## src/rtl/uart_tx_ctrl.sv

```systemverilog
// rtl/uart_tx_ctrl.sv - UART transmit frame sequencer with bit pacing and serializer strobes
module uart_tx_ctrl #(
  parameter int DATA_WIDTH   = 8,
  parameter int CLKS_PER_BIT = 16
) (
  input  logic       CLK,
  input  logic       RST,
  input  logic       Data_Valid,
  input  logic       PAR_EN,
  output logic       ser_load,
  output logic       ser_shift,
  output logic       ser_en,
  output logic [1:0] mux_sel,
  output logic       busy
);

  localparam int CW = (CLKS_PER_BIT > 1) ? $clog2(CLKS_PER_BIT) : 1;
  localparam int IW = (DATA_WIDTH > 1) ? $clog2(DATA_WIDTH) : 1;
  localparam logic [CW-1:0] CNT_LAST = CW'(CLKS_PER_BIT - 1);
  localparam logic [IW-1:0] IDX_LAST = IW'(DATA_WIDTH - 1);

  localparam logic [1:0] MUX_START  = 2'b00;
  localparam logic [1:0] MUX_STOP   = 2'b01;
  localparam logic [1:0] MUX_DATA   = 2'b10;
  localparam logic [1:0] MUX_PARITY = 2'b11;

  typedef enum logic [2:0] {
    S_IDLE,
    S_START,
    S_DATA,
    S_PARITY,
    S_STOP
  } state_t;

  state_t        state_q;
  logic [CW-1:0] cnt_q;
  logic [IW-1:0] idx_q;
  logic          par_en_q;
  logic [1:0]    mux_q;
  logic          busy_q;
  logic          ser_en_q;

  logic          cnt_last;
  logic          idx_last;
  logic          accept;

  // Bit-boundary and acceptance decode shared by the FSM and the strobes
  always_comb begin
    cnt_last = (cnt_q == CNT_LAST);
    idx_last = (idx_q == IDX_LAST);
    accept   = RST && Data_Valid &&
               ((state_q == S_IDLE) || ((state_q == S_STOP) && cnt_last));
  end

  // Frame FSM with bit pacing counters and registered Moore outputs
  always_ff @(posedge CLK) begin
    if (!RST) begin
      state_q  <= S_IDLE;
      cnt_q    <= '0;
      idx_q    <= '0;
      par_en_q <= 1'b0;
      mux_q    <= MUX_STOP;
      busy_q   <= 1'b0;
      ser_en_q <= 1'b0;
    end else begin
      case (state_q)
        S_IDLE: begin
          cnt_q <= '0;
          idx_q <= '0;
          if (Data_Valid) begin
            state_q  <= S_START;
            par_en_q <= PAR_EN;
            mux_q    <= MUX_START;
            busy_q   <= 1'b1;
          end
        end
        S_START: begin
          if (cnt_last) begin
            cnt_q    <= '0;
            idx_q    <= '0;
            state_q  <= S_DATA;
            mux_q    <= MUX_DATA;
            ser_en_q <= 1'b1;
          end else begin
            cnt_q <= cnt_q + CW'(1);
          end
        end
        S_DATA: begin
          if (cnt_last) begin
            cnt_q <= '0;
            if (idx_last) begin
              idx_q    <= '0;
              ser_en_q <= 1'b0;
              if (par_en_q) begin
                state_q <= S_PARITY;
                mux_q   <= MUX_PARITY;
              end else begin
                state_q <= S_STOP;
                mux_q   <= MUX_STOP;
              end
            end else begin
              idx_q <= idx_q + IW'(1);
            end
          end else begin
            cnt_q <= cnt_q + CW'(1);
          end
        end
        S_PARITY: begin
          if (cnt_last) begin
            cnt_q   <= '0;
            state_q <= S_STOP;
            mux_q   <= MUX_STOP;
          end else begin
            cnt_q <= cnt_q + CW'(1);
          end
        end
        S_STOP: begin
          if (cnt_last) begin
            cnt_q <= '0;
            if (Data_Valid) begin
              state_q  <= S_START;
              par_en_q <= PAR_EN;
              mux_q    <= MUX_START;
            end else begin
              state_q <= S_IDLE;
              busy_q  <= 1'b0;
            end
          end else begin
            cnt_q <= cnt_q + CW'(1);
          end
        end
        default: begin
          state_q  <= S_IDLE;
          cnt_q    <= '0;
          idx_q    <= '0;
          mux_q    <= MUX_STOP;
          busy_q   <= 1'b0;
          ser_en_q <= 1'b0;
        end
      endcase
    end
  end

  // Strobes are suppressed while reset is asserted so reset dominates
  always_comb begin
    ser_load  = accept;
    ser_shift = RST && (state_q == S_DATA) && cnt_last && !idx_last;
    ser_en    = ser_en_q;
    mux_sel   = mux_q;
    busy      = busy_q;
  end

endmodule

```

## config.mk

```make
export PLATFORM = sky130hd
export DESIGN_NAME = uart_tx_ctrl
export DESIGN_NICKNAME = d
export VERILOG_FILES = /design/src/rtl/uart_tx_ctrl.sv
export SDC_FILE = /design/constraint.sdc
export NUM_CORES = 1
export LEC_CHECK = 0
export CORE_UTILIZATION = 60
export CTS_BUF_LIST = sky130_fd_sc_hd__clkbuf_4 sky130_fd_sc_hd__clkbuf_8
export CTS_CLUSTER_SIZE = 10
export DETAILED_ROUTE_END_ITERATION = 8
export PLACE_DENSITY = 0.9
export SLEW_MARGIN = 20
export SYNTH_ARGS = -nofsm -noshare
export SYNTH_HDL_FRONTEND = slang
export SYNTH_SLANG_ARGS = --single-unit
```

## constraint.sdc

```tcl
create_clock -name CLK -period 3.8 [get_ports CLK]
set_clock_uncertainty 0.1 [all_clocks]
set_input_delay 0.76 -clock CLK [delete_from_list [all_inputs] [get_ports CLK]]
set_output_delay 0.76 -clock CLK [all_outputs]
set_load 0.03 [all_outputs]
```

# Word-level counts from Yosys, hierarchy flattened
# Cells that the tools add are included.
# word_totals
wordCells,80
regBits,15
input_bits,4
out_inout_bits,6
# op_classes
addsub,2
eq_ne,13
bitwise,5
mux,32
reduce_logical,21
# ops
cell,count
2-to-1 mux 3 bit,10
one-hot mux 3 bit (5 select lines),1
2-to-1 mux 2 bit,7
inequality test 2 bit (second input constant),7
one-hot mux 2 bit (5 select lines),1
2-to-1 mux 1 bit,9
one-hot mux 3 bit (3 select lines),1
OR reduction 3 bit,3
AND reduction 4 bit,2
== test 3 x 2 -> 1 bit (second input constant),2
== test 3 bit (second input constant),2
logical AND 1 bit,6
one-hot mux 1 bit (3 select lines),2
AND reduction 6 bit,1
inverter 1 bit,5
AND reduction 5 bit,1
adder 4 x 1 -> 4 bit (second input constant),1
== test 4 bit (second input constant),1
OR reduction 4 bit,1
adder 3 x 1 -> 3 bit (second input constant),1
== test 3 x 1 -> 1 bit (second input constant),1
logical NOT 3 bit,1
AND reduction 3 bit,1
one-hot mux 1 bit (2 select lines),1
5 further kinds,5

# Logic depth before layout (Yosys ltp)
# Gate-level depths: netlist (run 1).
# depth
ltp_word,4
mapped_depth,6
mapped_depth_nobuf,6

# Worst setup path before layout (run 1)
# Ideal clock, no wire load.
# synth_timing
kind,input -> output
startpoint,in Data_Valid
endpoint,out ser_load
path_slack_ns,1.244
required_time_ns,2.940
path_stages,3
arrival_ns,1.696
path_buffers,0
cell_sequence,or3b_2 -> a21oi_1 -> and2_1
# synth_via
elab_chain_cells,2
# synth_rtl
element,line_no,source
from (decl),8,"input logic Data_Valid,"
logical AND 1 bit (2 in series),51,accept = RST && Data_Valid &&
to (decl),10,"output logic ser_load,"
# No other way between the ends.

# Worst setup path after layout (run 1)
# Ends and elaborated chain as after synthesis.

==> results.yml, run 1 <==
clocking:
  htreeDepth: 1
  clock_path_buffers: 2
  numClockSinks: 15
  cts_tree: "done"
  insertion_delay_ps: 280
  numCtsBuffers: 3
  cts.root.buffer_cell: "clkbuf_4"
  clk_pin_slew_ps: 80
  ctsHoldBuffers: 0
  post_cts_resized: 0
  post_cts.repair.setup_buffers: 0
global_route:
  grtUsageTotal_pct: 29.0
  grt_max_degree: 19
  antenna_found_initial: 0
  overflow: 0
  grt_pass1_vias: 663
  grt_pass1_wl_um: 2890
cells_and_area:
  syn_to_final_growth_pct: 18.1
  multiInputGateArea_sq_um: 467
  design_area_sq_um: 946
  nFillCells: 80
  post-route-util_pct: 80.8
  antenna_cells: 0
  layout.nets: 115
  drive_gt1_share_pct: 11.2
  seq_area_sq_um: 300
setup_path:
  cp.required_ps: 2940
  critPathCaptureType: "output port"
  arrival_ps: 2800
  cp-start-kind: "input port"
  path_max_fanout: 4
  rr_worst_depth: 3
  critPathKind: "in2out"
  r2r_start: "state_q[0]"
  rrSetupSlack_ps: 1860
  reg2reg_to: "mux_sel[0]"
power_and_ir_drop:
  pwr-share-clk_pct: 29.7
  ir_drop_v: 0.000304
  p_int_uw: 236
  power_frac_comb_pct: 16.5
  p_sw_uw: 85.0
  seq_power_share_pct: 53.7
  leakage_nw: 0.361
  p_per_area_nw_per_um2: 339
  power_switching_share_pct: 26.5
die:
  core_sq_um: 1170
  die_area_sq_um: 1480
  start_util_pct: 68.4
  die_w_um: 38.5
  pin_count: 10
  die_h_um: 38.5
  rows: 12
timing:
  rsz0062_at_grt: "no"
  setup_viol: 0
  setup_ws_ps: 140
  period_share_pct: 96.3
  finalCriticalPeriod_ps: 3660
  worstMarginPinSlew_ps: 575
  fin_tns_setup_ps: 0
  hold_violations: 0
  relSlewSlack_pct: 61.6
  max_freq_ghz: 0.273
  maxSlewViolCount: 0
placement:
  placedInstanceArea_sq_um: 916
  port_buffers: 9
  dp_hpwl_um: 1190
  pre_cts_slack_ps: 128
  gp_congestion: 0.827
synthesis:
  synth_seq_cells: 15
  synth_top_area_share_pct: 37.5
  ys_top_cells_by_area: "dfxtp_1, a21oi_1, ha_1"
  seq_area_frac_synth_pct: 37.5
  synth_edf_count: 0
  synthFlopType: "dfxtp_1"
  synth_area_per_cell_sq_um: 8.43
  synth_cells: 95
  ys_types: 34
  async_flop_share_pct: 0
  syn_nets: 102
  yosysWarnings: 0
  yosysTopAreaCell: "dfxtp_1"
  synth_area_sq_um: 801
drt:
  vias: 760
  wirelength_um: 1770
  drtIter0Drc: 37
  wl_per_cell_um: 14.6
  drc_errors: 0
  ant_nets: 0
  drt_first_pass_iters: 4
  vias_per_cell: 6.28
run_status:
  outcome: "finished clean"
worst_hold_path:
  worstHoldStart: "cnt_q[0]"
  hold_end: "cnt_q[0]"
  min_path_cells: 1
  worstHoldPathType: "reg2reg"
run:
  cap_violations: 0
[metrics by stage]
step	power [mW]	hold slack (ps)	instances
floorplan	0.208	318	95
global placement	0.225	337	117
detailed placement	0.228	349	117
CTS	0.324	362	121
global route	0.338	391	121
finish	0.321	364	121
[critical path: stages]
cell             delay (ps)
clkdlybuf4s50_1         520
or3b_2                  470
a21oi_1                 210
and2_1                  170
clkdlybuf4s50_1         660
[state kept, by name, indices dropped and copies added (netlist names)]
signal / cells
busy: 1
cnt_q: 4
idx_q: 3
mux_sel: 2
par_en_q: 1
ser_en: 1
state_q: 3
[cell usage after synthesis (2+ instances only)]
| library cell | count |
|---|---|
| a211oi_1 | 2 |
| a21o_1 | 2 |
| a21oi_1 | 10 |
| a22o_1 | 2 |
| clkbuf_1 | 4 |
| dfxtp_1 | 15 |
| ha_1 | 3 |
| inv_1 | 4 |
| mux2i_1 | 2 |
| nand2_1 | 8 |
| nand3_1 | 5 |
| nor2_1 | 10 |
| nor2b_1 | 2 |
| o21ai_0 | 6 |
[kinds of logic after synthesis]
logic type | Yosys count | synth area share (%)
buffers and inverters | 9 | 4.22
multiplexers | 4 | 5.31
XOR/XNOR | 2 | 2.19
flip-flops | 15 | 37.5
AO/OA/AOI/OAI | 27 | 20.9
adder cells (fa/ha/maj) | 3 | 4.69
AND/OR/NAND/NOR | 35 | 25.2
[per-layer routing]
layer / global-route usage, % / up-vias / wire length [um]
met3: 3.49 / 2 / 128
met4: 12.9 / 0 / 11
met5: 0 / - / 0
met1: 33.9 / 358 / 724
li1: - / 365 / -
met2: 51.7 / 35 / 906
[layout by cell type (no fill, tap or decap)]
cell type / netlist / routed
dfxtp_1: 15 / 15
a21oi_1: 10 / 10
nor2_1: 10 / 10
clkdlybuf4s50_1: 0 / 9
nand2_1: 8 / 8
o21ai_0: 6 / 6
nand3_1: 5 / 5
inv_1: 4 / 4
clkbuf_4: 0 / 4
ha_1: 3 / 3
buf_4: 0 / 3
a211oi_1: 2 / 2
a22o_1: 2 / 2
nor2b_1: 2 / 2
a21o_1: 2 / 2
mux2i_1: 2 / 2
inv_2: 1 / 1
or3_4: 1 / 1
nor4b_4: 1 / 1
or3b_2: 1 / 1
and2_1: 1 / 1
or3_1: 1 / 1
xnor2_1: 1 / 1
nand4_1: 1 / 1
and4b_1: 1 / 1
mux2_1: 1 / 1
o22ai_1: 1 / 1
or2b_1: 1 / 1
o311ai_1: 1 / 1
mux2_2: 1 / 1
nor4b_1: 1 / 1
xor2_1: 1 / 1
nor3b_1: 1 / 1
a32o_1: 1 / 1
o211ai_1: 1 / 1
o21a_1: 1 / 1
[how the worst max path moves through the flow]
stage               endpoint  slack [ps]       start
CTS                 ser_load         120  Data_Valid
floorplan           ser_load        1240  Data_Valid
finish              ser_load         140  Data_Valid
global route        ser_load          30  Data_Valid
detailed placement  ser_load         130  Data_Valid
global placement    ser_load         220  Data_Valid
[final cells by class]
class | count | share of cell area [%]
clock buffer | 4 | 3.17
inverter | 5 | 1.98
multi-input combinational | 71 | 49.3
sequential | 15 | 31.7
tap | 14 | 1.85
timing repair buffer | 12 | 11.9
[power groups by stage]
stage	Clock [mW]	Combinational (mW)	Sequential (mW)
after floorplan	0	0.0273	0.180
after global placement	0	0.0502	0.175
after detailed placement	0	0.0528	0.176
after CTS	0.0988	0.0532	0.172
after global routing	0.106	0.0576	0.174
final	0.0954	0.0531	0.172
Note: power is estimated with default switching activity, not from simulation.
==> inputs of run 2 (changes only) <==
--- a/config.mk
+++ b/config.mk
@@ -5,7 +5,9 @@
 export SDC_FILE = /design/constraint.sdc
 export NUM_CORES = 1
 export LEC_CHECK = 0
-export CORE_UTILIZATION = 60
+export CELL_PAD_IN_SITES_DETAIL_PLACEMENT = 1
+export CELL_PAD_IN_SITES_GLOBAL_PLACEMENT = 1
+export CORE_UTILIZATION = 45
 export CTS_BUF_LIST = sky130_fd_sc_hd__clkbuf_4 sky130_fd_sc_hd__clkbuf_8
 export CTS_CLUSTER_SIZE = 10
 export DETAILED_ROUTE_END_ITERATION = 8
==> run 2 against run 1 <==
  * Combinational power up 11%
  * Critical path type unchanged
  * Flip-flop and latch count unchanged
  * Critical path depth is the same
  * Sequential power shrank 2%
  * First-iteration DRC count fell by 81%
  * Total power rose by 1.9%
  * Cell area rose by 1.1%
  * Setup slack improved by 5.7 ps
  * Worst hold slack got worse by 1.7 ps
  * Cell count grew 2.5%
  * Largest power group unchanged
==> results.yml, run 2 (same netlist as run 1, synthesis figures left out) <==
power_and_ir_drop:
  p_int_uw: 237
  power_frac_comb_pct: 18.0
  power_uw: 327
  power_switching_share_pct: 27.5
  pwr-share-clk_pct: 30.7
  leakage_nw: 0.367
  p_sw_uw: 89.9
  ir_drop_v: 0.000270
  p_per_area_nw_per_um2: 342
  seq_power_share_pct: 51.3
clocking:
  clk_pin_slew_ps: 90
  numClockSinks: 15
  clock_path_buffers: 2
  post_cts.repair.setup_buffers: 0
  numCtsBuffers: 3
  htreeDepth: 1
  ctsHoldBuffers: 0
  cts.root.buffer_cell: "clkbuf_4"
  post_cts_resized: 0
  insertion_delay_ps: 280
  cts_tree: "done"
setup_path:
  cp-startpoint: "RST"
  cp_common_cell: "clkdlybuf4s50_1"
  worst-path-stages: 5
  slowest_stage: "clkdlybuf4s50_1"
  path_max_fanout: 7
  reg2reg_to: "mux_sel[0]"
  critPathKind: "in2out"
  rr_worst_depth: 6
  cp_num_buf_inv: 3
  max_stage_delay_ps: 730
  endpoint: "ser_shift"
  arrival_ps: 2790
  cp.required_ps: 2940
  path_cells: "clkdlybuf4s50_1 > inv_2 > or3_4 > nor4b_4 > clkdlybuf4s50_1"
  rrSetupSlack_ps: 1870
  r2r_start: "idx_q[0]"
  cp-start-kind: "input port"
  crit_family: "buffers and inverters"
  critPathCaptureType: "output port"
run_status:
  outcome: "finished clean"
die:
  die_w_um: 44.2
  die_h_um: 44.2
  pin_count: 10
  die_area_sq_um: 1950
  core_sq_um: 1580
  rows: 14
  start_util_pct: 50.8
cells_and_area:
  nFillCells: 191
  largest_reg_flops: 4
  finalNonFillerCells: 124
  multiInputGateArea_sq_um: 467
  final_common_cell: "dfxtp_1"
  drive_gt1_share_pct: 12.0
  syn_to_final_growth_pct: 19.4
  seq_area_sq_um: 300
  layout.nets: 116
  largest-register: "cnt_q"
  mostFrequentLayoutCells: "dfxtp_1, a21oi_1, nor2_1"
  antenna_cells: 0
  reg_top3: "cnt_q: 4 flops, idx_q: 3 flops, state_q: 3 flops"
drt:
  drtIter0Drc: 7
  drc_errors: 0
  vias: 739
  vias_per_cell: 5.96
  ant_nets: 0
  wirelength_um: 1940
  wl_per_cell_um: 15.6
  drt_first_pass_iters: 4
global_route:
  antenna_found_initial: 0
  grt_max_degree: 19
  grt_pass1_vias: 725
  overflow: 0
  grtUsageTotal_pct: 22.5
  grt_pass1_wl_um: 3280
timing:
  maxSlewViolCount: 0
  relSlewSlack_pct: 64.9
  worstMarginPinSlew_ps: 526
  period_share_pct: 96.2
  rsz0062_at_grt: "no"
  hold_violations: 0
  setup_viol: 0
  max_freq_ghz: 0.274
  fin_hold_ws_ps: 362
  finalCriticalPeriod_ps: 3650
  fin_tns_setup_ps: 0
run:
  cap_violations: 0
placement:
  dp_hpwl_um: 1400
  gp_congestion: 0.807
  port_buffers: 9
  dp.cells: 120
worst_hold_path:
  worstHoldPathType: "reg2reg"
[run 2: changes by cell type in the layout (fill, tap and decap cells not counted)]
cell / change
buf_4: +1
[run 2: layout make-up]
type / instances / share of cell area (%)
timing repair buffer: 13 / 12.6
tap: 16 / 2.09
inverter: 5 / 1.96
sequential: 15 / 31.4
clock buffer: 4 / 3.14
multi-input combinational: 71 / 48.8
[run 2: per-stage QoR]
| stage | setup WS, ps | utilization, % | cell area, sq um |
|---|---|---|---|
| 2_1_floorplan | 1240 | - | 801 |
| 3_3_place_gp | 210 | 58.7 | 926 |
| 3_5_place_dp | 140 | 58.7 | 926 |
| 4_1_cts | 124 | 60.6 | 956 |
| 5_1_grt | 84.0 | 60.6 | 956 |
| 6_report | 146 | 60.6 | 956 |
[run 2: power groups by stage]
stage / Clock [mW] / Sequential (mW) / Combinational, mW
after floorplan: 0 / 0.180 / 0.0273
after global placement: 0 / 0.171 / 0.0563
after detailed placement: 0 / 0.171 / 0.0586
after CTS: 0.102 / 0.168 / 0.0588
after global routing: 0.109 / 0.169 / 0.0634
final: 0.101 / 0.168 / 0.0587
[run 2: worst min path at each step]
stage,startpoint,slack [ps],depth (start not counted),to
4_1_cts,cnt_q[0],360,1,cnt_q[0]
6_report,cnt_q[0],360,1,cnt_q[0]
3_3_place_gp,cnt_q[0],340,1,cnt_q[0]
5_1_grt,cnt_q[0],400,1,cnt_q[0]
2_1_floorplan,cnt_q[0],320,1,cnt_q[0]
3_5_place_dp,cnt_q[0],340,1,cnt_q[0]
[run 2: routing by layer]
metal	up-vias	wire length, um	track usage (%)
met5	-	0	0
met4	0	10	9.70
met2	15	966	37.9
met1	354	887	28.6
li1	368	-	-
met3	2	71	2.86
[run 2: worst register-to-register path: stages, from the launching register on]
cell and delay, ps:
dfxtp_1 330, ha_1 190, ha_1 280, nor2_1 140, nor2_1 50, o311ai_1 360
mux2_2 380
==> inputs of run 3 (changes only) <==
--- a/config.mk
+++ b/config.mk
@@ -5,11 +5,12 @@
 export SDC_FILE = /design/constraint.sdc
 export NUM_CORES = 1
 export LEC_CHECK = 0
+export ABC_AREA = 1
 export CELL_PAD_IN_SITES_DETAIL_PLACEMENT = 1
 export CELL_PAD_IN_SITES_GLOBAL_PLACEMENT = 1
-export CORE_UTILIZATION = 45
+export CORE_UTILIZATION = 44
 export CTS_BUF_LIST = sky130_fd_sc_hd__clkbuf_4 sky130_fd_sc_hd__clkbuf_8
-export CTS_CLUSTER_SIZE = 10
+export CTS_CLUSTER_SIZE = 30
 export DETAILED_ROUTE_END_ITERATION = 8
 export PLACE_DENSITY = 0.9
 export SLEW_MARGIN = 20
==> run 3 against run 2 <==
  * Flip-flop and latch count is the same
  * First-iteration DRC count is the same
  * Sequential power grew 46%
  * Cell area grew 6.0%
  * Via count grew 8.4%
  * Non-clock buffer count shrank 4
  * Combinational power grew to 9.1 times the previous value
  * Critical endpoint unchanged
==> results.yml, run 3 <==
synthesis:
  yosysTopAreaCell: "dfxtp_1"
  synth_seq_cells: 15
  async_flop_share_pct: 0
  synthFlopType: "dfxtp_1"
  synth_edf_count: 0
  synth_area_sq_um: 865
  synth_cells: 120
  ys_top_cells_by_area: "dfxtp_1, nand3_1, nand2_1"
  ys_types: 21
  syn_nets: 127
  synth_most_common_cell: "nand2_1"
  synth_area_per_cell_sq_um: 7.20
  seq_area_frac_synth_pct: 34.7
  synth_commonest_cells: "nand2_1, nand3_1, nor2_1"
  yosysWarnings: 0
  synth_top_area_share_pct: 34.7
clocking:
  clk_pin_slew_ps: 90
  clock_path_buffers: 2
  numCtsBuffers: 3
  post_cts.repair.setup_buffers: 0
  cts.root.buffer_cell: "clkbuf_4"
  cts_tree: "done"
  htreeDepth: 1
  ctsHoldBuffers: 0
  numClockSinks: 15
  insertion_delay_ps: 280
  post_cts_resized: 0
timing:
  worstMarginPinSlew_ps: 371
  max_freq_ghz: 0.297
  rsz0062_at_grt: "no"
  fin_tns_setup_ps: 0
  hold_violations: 0
  maxSlewViolCount: 0
  finalCriticalPeriod_ps: 3360
  relSlewSlack_pct: 75.2
  setup_viol: 0
  period_share_pct: 88.5
setup_path:
  rr_worst_depth: 8
  critPathCaptureType: "output port"
  critPathKind: "in2out"
  cp.required_ps: 2940
  cp_common_cell: "clkdlybuf4s50_1"
  rrSetupSlack_ps: 2140
  endpoint: "ser_shift"
  slowest_stage: "clkdlybuf4s50_1"
  r2r_start: "cnt_q[0]"
  reg2reg_to: "mux_sel[1]"
  max_stage_delay_ps: 700
  arrival_ps: 2500
  cp-startpoint: "RST"
  path_cells: "clkdlybuf4s50_1 > inv_1 > nor3_1 > clkdlybuf4s50_1"
  cp-start-kind: "input port"
  path_max_fanout: 8
global_route:
  overflow: 0
  grt_max_degree: 10
  grt_pass1_vias: 745
  antenna_found_initial: 0
  grtUsageTotal_pct: 21.4
  grt_pass1_wl_um: 3210
power_and_ir_drop:
  power_switching_share_pct: 50.4
  seq_power_share_pct: 28.2
  p_int_uw: 433
  ir_drop_v: 0.000418
  pwr-share-clk_pct: 10.4
  power_frac_comb_pct: 61.4
  p_sw_uw: 440
  leakage_nw: 0.440
  p_per_area_nw_per_um2: 862
  power_uw: 873
cells_and_area:
  largest_reg_flops: 4
  drive_gt1_share_pct: 15.8
  mostFrequentLayoutCells: "nand2_1, nand3_1, nor2_1"
  final_common_cell: "nand2_1"
  syn_to_final_growth_pct: 17.2
  largest-register: "cnt_q"
  reg_top3: "cnt_q: 4 flops, idx_q: 3 flops, state_q: 3 flops"
  layout.nets: 141
  antenna_cells: 0
worst_hold_path:
  worstHoldPathType: "reg2reg"
drt:
  vias: 801
  vias_per_cell: 5.07
  wirelength_um: 1980
  drt_first_pass_iters: 4
  ant_nets: 0
  drc_errors: 0
  wl_per_cell_um: 12.6
  drtIter0Drc: 7
die:
  core_sq_um: 1780
  pin_count: 10
  die_h_um: 46.3
  start_util_pct: 48.5
  die_area_sq_um: 2150
  rows: 15
  die_w_um: 46.3
run:
  cap_violations: 0
placement:
  gp_congestion: 0.854
  port_buffers: 9
  dp_hpwl_um: 1640
run_status:
  outcome: "finished clean"
run 3: through the flow:
stage | area [sq um] | setup slack, ps | instances | utilization (%) | hold WS [ps]
floorplan | 865 | 1380 | 120 | - | 318
global placement | 986 | 498 | 154 | 55.3 | 331
detailed placement | 986 | 421 | 154 | 55.3 | 345
CTS | 1010 | 424 | 158 | 56.8 | 367
global route | 1010 | 339 | 158 | 56.8 | 385
finish | 1010 | 436 | 158 | 56.8 | 362
run 3: cell type report:
type | instances | area, sq um
inverter | 14 | 52.6
multi-input combinational | 91 | 512
tap | 25 | 31.3
clock buffer | 3 | 22.5
sequential | 15 | 300
clock inverter | 1 | 5.00
fill | 234 | 769
timing repair buffer | 9 | 90.1
run 3: kinds of logic after synthesis:
kind of cell,after synthesis,share of synthesized area (%)
and+or+nand+nor,73,44.9
AOI/OAI and AO/OA,13,7.96
buffers and inverters,14,6.08
xor gates and xnor gates,2,2.03
adders and majority gates,3,4.34
DFF,15,34.7
run 3: worst max-delay path: cells and delay by family:
kind / cells / cell delay [ps]
buffers and inverters: 3 / 1510
AND/OR/NAND/NOR: 1 / 240
run 3: worst min path at each step:
| stage | start | end | slack [ps] | cells past startpoint |
|---|---|---|---|---|
| detailed placement | cnt_q[0] | cnt_q[0] | 350 | 1 |
| floorplan | cnt_q[0] | cnt_q[0] | 320 | 1 |
| CTS | cnt_q[0] | cnt_q[0] | 370 | 1 |
| global route | cnt_q[0] | cnt_q[0] | 380 | 1 |
| finish | cnt_q[0] | cnt_q[0] | 360 | 1 |
| global placement | cnt_q[0] | cnt_q[0] | 330 | 1 |
run 3: power groups by stage:
stage          registers [mW]  logic, mW  clock network, mW
3_5_place_dp            0.249      0.538                  0
6_report                0.246      0.536             0.0910
2_1_floorplan           0.272      0.383                  0
4_1_cts                 0.246      0.540             0.0958
3_3_place_gp            0.247      0.524                  0
5_1_grt                 0.251      0.596              0.103
run 3: layer usage:
| layer | track usage [%] | wire [um] |
|---|---|---|
| met1 | 24.6 | 863 |
| met2 | 39.2 | 1060 |
| met3 | 3.53 | 56 |
| met4 | 7.06 | 0 |
| met5 | 0 | 0 |
